===== src/rtl/mult_op_scheduler.sv =====
// mult_op_scheduler: operand FIFO plus launch/capture sequencer that feeds a
// sum-and-shift multiplier one operation at a time and returns its product
// on a valid/ready port. A WAIT timeout flags a multiplier that never answers.
module mult_op_scheduler #(
   parameter int size    = 8,
   parameter int DEPTH   = 4,
   parameter int TIMEOUT = 40
) (
   input  logic              CLOCK,
   input  logic              RESET,
   input  logic              IN_VALID,
   output logic              IN_READY,
   input  logic [size-1:0]   IN_A,
   input  logic [size-1:0]   IN_B,
   output logic              START,
   output logic [size-1:0]   A,
   output logic [size-1:0]   B,
   input  logic [2*size-1:0] S,
   input  logic              END_MULT,
   output logic              OUT_VALID,
   input  logic              OUT_READY,
   output logic [2*size-1:0] OUT_S,
   output logic              BUSY,
   output logic              ERR
);

   localparam int AW = $clog2(DEPTH);
   localparam int CW = $clog2(TIMEOUT + 1);

   typedef enum logic [1:0] {
      ST_IDLE,
      ST_LAUNCH,
      ST_WAIT
   } state_t;

   state_t r_state;
   state_t w_state_next;

   logic [2*size-1:0] r_mem [DEPTH];
   logic [AW-1:0]     r_wr_ptr;
   logic [AW-1:0]     r_rd_ptr;
   logic [AW:0]       r_count;
   logic [CW-1:0]     r_wait_cnt;
   logic              r_end_prev;
   logic              r_start;
   logic [size-1:0]   r_a;
   logic [size-1:0]   r_b;
   logic              r_out_valid;
   logic [2*size-1:0] r_out_s;
   logic              r_err;

   logic              w_push;
   logic              w_launch;
   logic              w_fifo_empty;
   logic              w_end_rise;
   logic              w_capture;
   logic              w_timeout;
   logic [2*size-1:0] w_head;

   // IN_READY and BUSY come only from registered state, never from inputs.
   assign w_fifo_empty = (r_count == '0);
   assign IN_READY     = (r_count != (AW+1)'(DEPTH));
   assign BUSY         = (r_state != ST_IDLE) | ~w_fifo_empty | r_out_valid;

   assign w_push     = IN_VALID & IN_READY;
   assign w_launch   = (r_state == ST_IDLE) & ~w_fifo_empty & ~r_out_valid;
   assign w_head     = r_mem[r_rd_ptr];
   // Only a fresh rise counts; a level left high from a previous op is ignored.
   assign w_end_rise = END_MULT & ~r_end_prev;
   assign w_capture  = (r_state == ST_WAIT) & w_end_rise;
   assign w_timeout  = (r_state == ST_WAIT) & ~w_end_rise &
                       (r_wait_cnt == CW'(TIMEOUT - 1));

   assign START     = r_start;
   assign A         = r_a;
   assign B         = r_b;
   assign OUT_VALID = r_out_valid;
   assign OUT_S     = r_out_s;
   assign ERR       = r_err;

   // Operand storage: no reset needed, occupancy is tracked by r_count.
   always_ff @(posedge CLOCK) begin
      if (w_push) begin
         r_mem[r_wr_ptr] <= {IN_A, IN_B};
      end
   end

   // FIFO pointers and occupancy; pop happens only on the launch transition.
   always_ff @(posedge CLOCK or negedge RESET) begin
      if (!RESET) begin
         r_wr_ptr <= '0;
         r_rd_ptr <= '0;
         r_count  <= '0;
      end else begin
         if (w_push) begin
            r_wr_ptr <= r_wr_ptr + AW'(1);
         end
         if (w_launch) begin
            r_rd_ptr <= r_rd_ptr + AW'(1);
         end
         case ({w_push, w_launch})
            2'b10:   r_count <= r_count + (AW+1)'(1);
            2'b01:   r_count <= r_count - (AW+1)'(1);
            default: r_count <= r_count;
         endcase
      end
   end

   // State register.
   always_ff @(posedge CLOCK or negedge RESET) begin
      if (!RESET) begin
         r_state <= ST_IDLE;
      end else begin
         r_state <= w_state_next;
      end
   end

   // Next-state decode: IDLE -> LAUNCH -> WAIT -> IDLE (capture or timeout).
   always_comb begin
      w_state_next = r_state;
      case (r_state)
         ST_IDLE:   if (w_launch) w_state_next = ST_LAUNCH;
         ST_LAUNCH: w_state_next = ST_WAIT;
         ST_WAIT:   if (w_capture || w_timeout) w_state_next = ST_IDLE;
         default:   w_state_next = ST_IDLE;
      endcase
   end

   // Launch pulse and operand hold: A/B stay put until the next launch.
   always_ff @(posedge CLOCK or negedge RESET) begin
      if (!RESET) begin
         r_start <= 1'b0;
         r_a     <= '0;
         r_b     <= '0;
      end else begin
         r_start <= w_launch;
         if (w_launch) begin
            r_a <= w_head[2*size-1:size];
            r_b <= w_head[size-1:0];
         end
      end
   end

   // WAIT cycle counter, cleared while in LAUNCH.
   always_ff @(posedge CLOCK or negedge RESET) begin
      if (!RESET) begin
         r_wait_cnt <= '0;
      end else if (r_state == ST_LAUNCH) begin
         r_wait_cnt <= '0;
      end else if (r_state == ST_WAIT) begin
         r_wait_cnt <= r_wait_cnt + CW'(1);
      end
   end

   // Previous END_MULT level for rise detection.
   always_ff @(posedge CLOCK or negedge RESET) begin
      if (!RESET) begin
         r_end_prev <= 1'b0;
      end else begin
         r_end_prev <= END_MULT;
      end
   end

   // Result register and sticky timeout flag.
   always_ff @(posedge CLOCK or negedge RESET) begin
      if (!RESET) begin
         r_out_valid <= 1'b0;
         r_out_s     <= '0;
         r_err       <= 1'b0;
      end else begin
         if (r_out_valid && OUT_READY) begin
            r_out_valid <= 1'b0;
         end else if (w_capture) begin
            r_out_valid <= 1'b1;
            r_out_s     <= S;
         end
         if (w_timeout) begin
            r_err <= 1'b1;
         end
      end
   end

endmodule

===== config.mk =====
export PLATFORM = sky130hd
export DESIGN_NAME = mult_op_scheduler
export DESIGN_NICKNAME = d
export VERILOG_FILES = /design/src/rtl/mult_op_scheduler.sv
export SDC_FILE = /design/constraint.sdc
export NUM_CORES = 1
export LEC_CHECK = 0
export BUFFER_PORTS_ARGS = -buffer_cell sky130_fd_sc_hd__buf_2
export CORE_AREA = 10 10 107 109
export CTS_CLUSTER_DIAMETER = 200
export DETAILED_ROUTE_END_ITERATION = 10
export DIE_AREA = 0 0 117 119
export PLACE_DENSITY = 0.74
export SLEW_MARGIN = 15
export SYNTH_ARGS = -nofsm -noshare
export SYNTH_HDL_FRONTEND = slang
export SYNTH_SLANG_ARGS = --single-unit
export TNS_END_PERCENT = 10

===== constraint.sdc =====
create_clock -name CLOCK -period 3 [get_ports CLOCK]
set_input_delay 0.45 -clock CLOCK [delete_from_list [all_inputs] [get_ports CLOCK]]
set_output_delay 0.45 -clock CLOCK [all_outputs]
set_load 0.02 [all_outputs]

# [After elaboration in Yosys (flattened, before gate mapping)]
# Memory sizes are Yosys's and may differ from the RTL's. A register that Yosys moved wholly into a read port is not among the register bits.
# Cells that the tools add are included.
[totals] register_bits=35 ram_bits=64 out_inout_bits=37 word_cells=59 memories=1
[classes] addsub=5 eq_ne=8 muxes=10 n_bitwise=14 n_reduce_logical=11
[mem_list] memory="r_mem" words=4 width=16 read_ports=1 rd_clocked_by_memory_dff=1 wr=1 line_no="39" rtl="logic [2*size-1:0] r_mem [DEPTH];"
[op_table] cell="6-bit 2-to-1 mux" count=2
[op_table] cell="2-bit nonzero test" count=4
[op_table] cell="1-bit AND" count=7
[op_table] cell="6-bit by 1-bit adder with 6-bit output, second input constant" count=1
[op_table] cell="6-bit equality test, second input constant" count=1
[op_table] cell="2-bit case mux with 3 select lines" count=1
[op_table] cell="3-bit case mux with 2 select lines" count=1
[op_table] cell="1-bit inverter" count=5
[op_table] cell="2-bit by 1-bit adder with 2-bit output, second input constant" count=2
[op_table] cell="2-bit by 1-bit equality test with 1-bit output, second input constant" count=2
[op_table] cell="2-bit equality test, second input constant" count=2
[op_table] cell="1-bit 2-to-1 mux" count=4
[op_table] cell="2-bit 2-to-1 mux" count=2
[op_table] cell="2-bit AND reduction" count=2
[op_table] cell="3-bit by 1-bit adder with 3-bit output, second input constant" count=1
[op_table] cell="3-bit logical NOT" count=1
[op_table] cell="3-bit inequality test, second input constant" count=1
[op_table] cell="3-bit by 1-bit subtractor with 3-bit output, second input constant" count=1
[op_table] cell="2-bit logical NOT" count=1
[op_table] cell="2-bit by 1-bit inequality test with 1-bit output, second input constant" count=1
[op_table] cell="2-bit inequality test, second input constant" count=1
[op_table] cell="1-bit OR" count=2
[op_table] cell="1-bit logical AND" count=1
[op_table] cell="1-bit logical NOT" count=1
[op_table] cell="1-bit logical OR" count=1

# [Depth between registers and ports, before layout]
# Gate-level depths: netlist of the first run.
[logic_depth] ltp_word=8 depth_mapped=11 ltp_nobuf=10

# [Least setup slack after synthesis of the first run]
# Ideal clock, no wire load.
[synth_path] path_kind="reg-to-reg" startpoint="register r_state[0]" endpoint="register r_count[2]" setup_ns=0.079 arrival_ns=2.138 setup_slack_ns=0.783 stages_incl_launch_ff=12 n_path_buf=2 synth_period_minus_slack_ns=2.217 path_cell_list="dfrtp_1 inv_1 ha_1 nor3b_1 buf_4 buf_6 ha_1 inv_1 fa_1 xor2_1 nor2_1 xor2_1"
[synth_via] elab_chain_cells=5 word_cells_on_any_way=7
[synth_rtl] element="from (decl)" line_no="36" rtl="state_t r_state;"
[synth_rtl] element="from (signal assigned)" line_no="114" rtl="r_state <= w_state_next;"
[synth_rtl] element="2-bit logical NOT *" line_no="66" rtl="assign w_launch = (r_state == ST_IDLE) & ~w_fifo_empty & ~r_out_valid;"
[synth_rtl] element="1-bit AND * (2 in series)" line_no="66"
[synth_rtl] element="net w_launch" line_no="53" rtl="logic w_launch;"
[synth_rtl] element="2-bit by 1-bit equality test with 1-bit output or 2-bit equality test (tied branches)" line_no="101" rtl="case ({w_push, w_launch})"
[synth_rtl] element="3-bit case mux with 2 select lines or 2-bit nonzero test (tied branches)"
[synth_rtl] element="to (signal assigned)" line_no="102" rtl="2'b10: r_count <= r_count + (AW+1)'(1);"
[synth_rtl] element="to (signal assigned)" line_no="103" rtl="2'b01: r_count <= r_count - (AW+1)'(1);"
[synth_rtl] element="to (signal assigned)" line_no="104" rtl="default: r_count <= r_count;"
[synth_rtl] element="to (decl)" line_no="42" rtl="logic [AW:0] r_count;"
# The timed path passes the listed nets; every way through them passes the cells marked *.
# A chain may end at the register's enable or synchronous reset.

# [Final worst setup path of the first run]
[layout_path] startpoint="register r_count[0]" endpoint="register r_count[2]"
[layout_via] elab_chain_cells=6 word_cells_on_any_way=12
[layout_rtl] element="3-bit logical NOT" line_no="61" rtl="assign w_fifo_empty = (r_count == '0);"
[layout_rtl] element="1-bit inverter" line_no="66"
[layout_rtl] element="1-bit AND (2 in series)" line_no="66"
[layout_rtl] element="2-bit by 1-bit equality test with 1-bit output or 2-bit equality test (tied branches)" line_no="101"
[layout_rtl] element="3-bit case mux with 2 select lines or 2-bit nonzero test (tied branches)"
# Parallel ways exist; a longest one is shown, timed or not.

==> flow_metrics.env, run 1 <==
export IMPL_yosysWarnings=0
export IMPL_cp_start_kind="flop"
export IMPL_yosys_area_top_type="edfxtp_1"
export IMPL_status="finished clean"
export IMPL_row_count=36
export IMPL_ant_nets=0
export IMPL_cts_root_buffer="clkbuf_8"
export IMPL_cts_sinks=115
export IMPL_cts_resized=0
export IMPL_slew_headroom_pct=34.6
export IMPL_layout_drive_gt1_share_pct=44.6
export IMPL_dieArea_mm2=0.0139
export IMPL_place_congestion=0.682
export IMPL_ys_types=34
export IMPL_layout_nets=378
export IMPL_final_instance_count_excl_fill=457
export IMPL_seqPwrFrac_pct=38.1
export IMPL_vias=2391
export IMPL_power_share_clock_pct=30.9
export IMPL_dp_hpwl_um=5240
export IMPL_grt_first_pass_wirelength_um=13600
export IMPL_tightest_slew_ns=0.981
export IMPL_peakVddDrop_mv=0.542
export IMPL_placed_cells=424
export IMPL_firstDrtPassIters=4
export IMPL_numCtsBuffers=17
export IMPL_synth_nets=290
export IMPL_ys_seq_area_share_pct=69.9
export IMPL_cts_tree="built"
export IMPL_finalInstanceArea_mm2=0.00566
export IMPL_crit_fanout=6
export IMPL_power_leakage_nw=2.35
export IMPL_worst_ep_arrival_time_ns=2.57
export IMPL_diodes=0
export IMPL_rsz0062_at_grt="false"
export IMPL_die_x_um=117
export IMPL_maxCapViolCount=0
export IMPL_grt_max_degree=37
export IMPL_p_sw_share_pct=31.1
export IMPL_drt_drc_violations_left=0
export IMPL_post_route_util_pct=59.8
export IMPL_path_class="reg -> reg"
export IMPL_placed_area_mm2=0.00504
export IMPL_clock_latency_ns=0.51
export IMPL_max_freq_ghz=0.468
export IMPL_syn_area_per_cell_um2=18.9
export IMPL_power_density_mw_per_mm2=1150
export IMPL_grt_pass1_vias=2577
export IMPL_p_sw_mw=2.03
export IMPL_cts_setup_buffers=0
export IMPL_antenna_found_initial=0
export IMPL_synth_area_mm2=0.00458
export IMPL_grt_usage_pct=12.8
export IMPL_setup_violations_final=0
export IMPL_post_route_min_period_ns=2.14
export IMPL_area_growth_pct=23.6
export IMPL_crit_required_ns=3.43
export IMPL_grt_overflow=0
export IMPL_min_delay_path_class="in -> reg"
export IMPL_finalSetupTns_ns=0
export IMPL_synth_seq_cells=115
export IMPL_p_comb_share_pct=31.0
export IMPL_vias_per_cell=5.23
export IMPL_path_clk_slew_ns=0.05
export IMPL_finClkSkew_ns=0.00683
export IMPL_drtIter0Drc=90
export IMPL_htree_levels=4
export IMPL_syn_instance_count=242
export IMPL_routed_wl_um=8340
export IMPL_initial_utilization_pct=48.4
export IMPL_coreArea_mm2=0.00946
export IMPL_end_kind="flop"
export IMPL_hold_ws_ns=0.0841
export IMPL_slew_viol_final=0
export IMPL_finalHoldViolations=0
export IMPL_portBuffers=73
export IMPL_fp_dieH_um=119
export IMPL_synth_area_top_cells="edfxtp_1, dfrtp_1, mux2_2"
export IMPL_internal_power_mw=4.50
export IMPL_yosysTopAreaCellShare_pct=42.0
export IMPL_max_clock_path_buffers=2
export IMPL_wl_per_cell_um=18.2
export IMPL_io_pins=74
export IMPL_fin_crit_sh_pct=71.3
-- critical path, cell delays in order (launching register included) --
cell,delay [ns]
dfrtp_1,0.41
inv_1,0.11
nand3_1,0.18
and2_1,0.25
inv_1,0.07
ha_1,0.19
inv_1,0.07
fa_1,0.38
xor2_1,0.15
nor2_1,0.11
xor2_1,0.14
-- cells in the final DEF, fill, tap and decap left out, types with 3 or more instances in the layout --
master / Yosys / layout
and3_1: 4 / 4
buf_2: 1 / 73
buf_4: 2 / 3
bufinv_16: 0 / 4
clkbuf_16: 0 / 16
clkinv_2: 0 / 4
dfrtp_1: 51 / 51
edfxtp_1: 64 / 64
ha_1: 10 / 10
inv_1: 10 / 10
mux2_2: 27 / 27
mux2_4: 8 / 8
mux2i_1: 3 / 3
mux4_1: 8 / 8
mux4_2: 8 / 8
nand2_1: 4 / 4
nand2b_1: 3 / 3
nand3b_1: 3 / 3
nor2_1: 3 / 3
o21ai_0: 6 / 6
xnor2_1: 4 / 4
xor2_1: 4 / 4
-- Yosys cell counts --
cell	instances
nor2_1	3
nand4b_1	1
a31oi_1	1
buf_6	2
nand2_1	4
inv_1	10
nand3_1	2
mux2_4	8
nor3_2	1
mux2_2	27
a21oi_2	1
nand3b_1	3
a21oi_1	2
clkbuf_1	2
xnor2_1	4
and2_1	1
o31ai_1	1
ha_1	10
fa_1	1
nand4_1	1
buf_12	1
dfrtp_1	51
nand2b_1	3
a31o_2	1
xor2_1	4
mux4_1	8
buf_4	2
mux4_2	8
nor3b_1	1
o21ai_0	6
buf_2	1
and3_1	4
mux2i_1	3
edfxtp_1	64
-- per-stage QoR --
step,power (mW),setup slack [ns]
3_5_place_dp,4.56,0.905
3_3_place_gp,4.49,1.01
4_1_cts,6.62,0.829
2_1_floorplan,3.99,0.783
5_1_grt,6.90,0.677
6_report,6.53,0.861
-- routing by layer --
layer  GRT usage, %  share of wire [%]  vias up
met1           15.1                 43     1218
met5              0                  0        -
li1               -                  -     1100
met2           20.5                 51       66
met3           5.02                5.8        7
met4           4.64               0.83        0
-- final timing paths --
check                                  startpoint  slack, ns  depth (start not counted)                endpoint
max reg2reg                r_count[0]$_DFFE_PN0P_       0.86                         10  r_count[2]$_DFFE_PN0P_
min in group asynchronous                   RESET       0.38                          2    OUT_S[4]$_DFFE_PN0P_
min reg2reg                       ERR$_DFFE_PN0P_       0.48                          1         ERR$_DFFE_PN0P_
max in group asynchronous                   RESET       1.83                          3        B[4]$_DFFE_PN0P_
min                                      END_MULT       0.08                          1    r_end_prev$_DFF_PN0_
max                        r_count[0]$_DFFE_PN0P_       0.86                         10  r_count[2]$_DFFE_PN0P_
-- kinds of logic after synthesis --
family          synth area share [%]
flops                           69.9
mux                             18.4
compound gates                  1.56
fa+ha+maj                       3.17
xor+xnor                        1.53
simple gates                    3.09
buf+inv                         2.35
-- final cells by class --
type / instances / area, um2
fill: 697 / 3800
tap: 114 / 143
inverter: 10 / 37.5
sequential: 115 / 3200
timing repair buffer: 77 / 398
clock inverter: 15 / 189
clock buffer: 17 / 414
multi-input combinational: 109 / 1280
-- power by group through the flow --
stage / sequential, mW / clock, mW / combinational (mW)
detailed placement: 2.51 / 0 / 2.05
floorplan: 2.70 / 0 / 1.30
global placement: 2.48 / 0 / 2.01
CTS: 2.50 / 2.05 / 2.07
finish: 2.49 / 2.02 / 2.02
global route: 2.55 / 2.13 / 2.21
-- sequential cells by signal (all words and copies together) (netlist names) --
name        flops
r_mem          64
OUT_S          16
A               8
B               8
r_wait_cnt      6
r_count         3
r_rd_ptr        2
r_state         2
r_wr_ptr        2
ERR             1
OUT_VALID       1
START           1
r_end_prev      1
-- repair_timing --
action	4_1_cts	5_1_grt
setup endpoints to repair	0	0
hold buffers	1	0
endpoints found under the hold margin	15	0
(Power assumes the default switching activity.)
==> inputs of run 2 (changes only) <==
clock period = 2.1 ns   (was 3 ns; I/O delays follow)
==> run 2 against run 1 <==
  * Fmax grew 8.9%
  * Sequential share of layout area fell by 1.6 points
  * Clock power is 55% higher
  * Setup slack got worse by 0.72 ns
  * Critical path type unchanged
==> flow_metrics.env, run 2 (synthesized netlist as in run 1, its figures left out) <==
export IMPL_nFillCells=673
export IMPL_power_share_clock_pct=32.2
export IMPL_finClkSkew_ns=0.0107
export IMPL_finalHoldViolations=0
export IMPL_worst_ep_arrival_time_ns=2.39
export IMPL_post_route_min_period_ns=1.96
export IMPL_power_leakage_nw=2.41
export IMPL_top_register="r_mem"
export IMPL_layout_drive_gt1_share_pct=47.6
export IMPL_dp_hpwl_um=5770
export IMPL_drt_drc_violations_left=0
export IMPL_peakVddDrop_mv=0.792
export IMPL_finalPower_mw=9.72
export IMPL_p_comb_share_pct=31.6
export IMPL_crit_fanout=6
export IMPL_final_common_cell="buf_2"
export IMPL_maxCapViolCount=0
export IMPL_status="finished clean"
export IMPL_final_cell_mix="buf_2, edfxtp_1, dfrtp_1"
export IMPL_ant_nets=0
export IMPL_io_pins=74
export IMPL_placed_area_mm2=0.00514
export IMPL_clock_latency_ns=0.50
export IMPL_layout_nets=387
export IMPL_max_freq_ghz=0.509
export IMPL_largest_reg_flops=64
export IMPL_wl_per_cell_um=18.3
export IMPL_p_sw_mw=2.93
export IMPL_grt_usage_pct=13.0
export IMPL_fp_dieH_um=119
export IMPL_slew_headroom_pct=75.2
export IMPL_tightest_slew_ns=0.372
export IMPL_area_growth_pct=27.1
export IMPL_portBuffers=73
export IMPL_grt_overflow=0
export IMPL_slew_viol_final=0
export IMPL_cts_sinks=115
export IMPL_grt_max_degree=21
export IMPL_cts_setup_buffers=0
export IMPL_path_clk_slew_ns=0.06
export IMPL_min_delay_path_class="in -> reg"
export IMPL_firstDrtPassIters=5
export IMPL_finalInstanceArea_mm2=0.00582
export IMPL_routed_wl_um=8500
export IMPL_grt_first_pass_wirelength_um=13900
export IMPL_diodes=0
export IMPL_coreArea_mm2=0.00946
export IMPL_p_sw_share_pct=30.1
export IMPL_end_kind="flop"
export IMPL_r2r_slack_ns=0.14
export IMPL_internal_power_mw=6.79
export IMPL_cp_start_kind="flop"
export IMPL_place_congestion=0.690
export IMPL_seqPwrFrac_pct=36.2
export IMPL_fin_crit_sh_pct=93.5
export IMPL_row_count=36
export IMPL_dieArea_mm2=0.0139
export IMPL_max_clock_path_buffers=2
export IMPL_vias=2422
export IMPL_numCtsBuffers=17
export IMPL_die_x_um=117
export IMPL_cts_tree="built"
export IMPL_power_density_mw_per_mm2=1670
export IMPL_crit_required_ns=2.53
export IMPL_setup_violations_final=0
export IMPL_htree_levels=4
export IMPL_drtIter0Drc=99
export IMPL_antenna_found_initial=0
export IMPL_finalSetupTns_ns=0
export IMPL_initial_utilization_pct=48.4
export IMPL_path_class="reg -> reg"
export IMPL_rsz0062_at_grt="false"
export IMPL_vias_per_cell=5.21
export IMPL_grt_pass1_vias=2663
export IMPL_cts_root_buffer="clkbuf_8"
## run 2: cell count changes in the layout (fill, tap and decap cells not counted), moves of 3 or more
| cell | delta |
|---|---|
| buf_4 | +6 |
| clkinv_2 | -3 |
| inv_1 | -3 |
| inv_2 | +3 |
## run 2: critical path, stage by stage, from the launching register on
cell and delay (ns):
dfrtp_1 0.39, inv_1 0.13, nand3_2 0.12, and2_1 0.22
inv_1 0.10, ha_4 0.14, inv_1 0.05, fa_2 0.33
xor2_1 0.14, nor2_1 0.12, xor2_1 0.14
## run 2: final timing paths
kind / from / to / depth (start not counted)
max: r_count[1]$_DFFE_PN0P_ / r_count[2]$_DFFE_PN0P_ / 10
min: IN_A[0] / r_mem[2][8]$_DFFE_PP_ / 1
max reg2reg: r_count[1]$_DFFE_PN0P_ / r_count[2]$_DFFE_PN0P_ / 10
min reg2reg: ERR$_DFFE_PN0P_ / ERR$_DFFE_PN0P_ / 1
max in group asynchronous: RESET / B[6]$_DFFE_PN0P_ / 3
min in group asynchronous: RESET / A[6]$_DFFE_PN0P_ / 2
## run 2: power by group through the flow
stage                     Sequential, mW  Clock [mW]  Combinational (mW)
after floorplan                     3.86           0                1.91
final                               3.52        3.13                3.07
after global placement              3.52           0                3.04
after global routing                3.61        3.31                3.32
after CTS                           3.53        3.20                3.13
after detailed placement            3.55           0                3.13
## run 2: timing repair
item                                    CTS  global route
hold endpoints to repair                 15             0
endpoints found under the setup margin    0             1
gates resized for setup                   0             1
hold buffers                              3             0
## run 2: layout make-up
| type | count | area [um2] | area share (%) |
|---|---|---|---|
| Clock buffer | 18 | 418 | 7.18 |
| Clock inverter | 13 | 233 | 4.00 |
| Inverter | 10 | 37.5 | 0.645 |
| Multi-Input combinational cell | 109 | 1310 | 22.5 |
| Sequential cell | 115 | 3200 | 55.0 |
| Tap cell | 114 | 143 | 2.45 |
| Timing Repair Buffer | 86 | 483 | 8.30 |
## run 2: layer usage
layer	routed length [um]	track usage [%]	share of wire, %
met1	3520	15.3	41
met5	0	0	0
met3	582	5.12	6.8
met4	78	5.10	0.92
met2	4310	21.0	51
## run 2: through the flow
stage	utilization [%]	setup WS, ns	hold slack, ns	cells
floorplan	-	0.0260	0.0194	242
global placement	54.3	0.156	0.248	431
detailed placement	54.3	0.115	0.253	431
CTS	61.5	0.0956	0.000969	465
global route	61.5	0.0123	0.00693	465
finish	61.5	0.137	0.0276	465
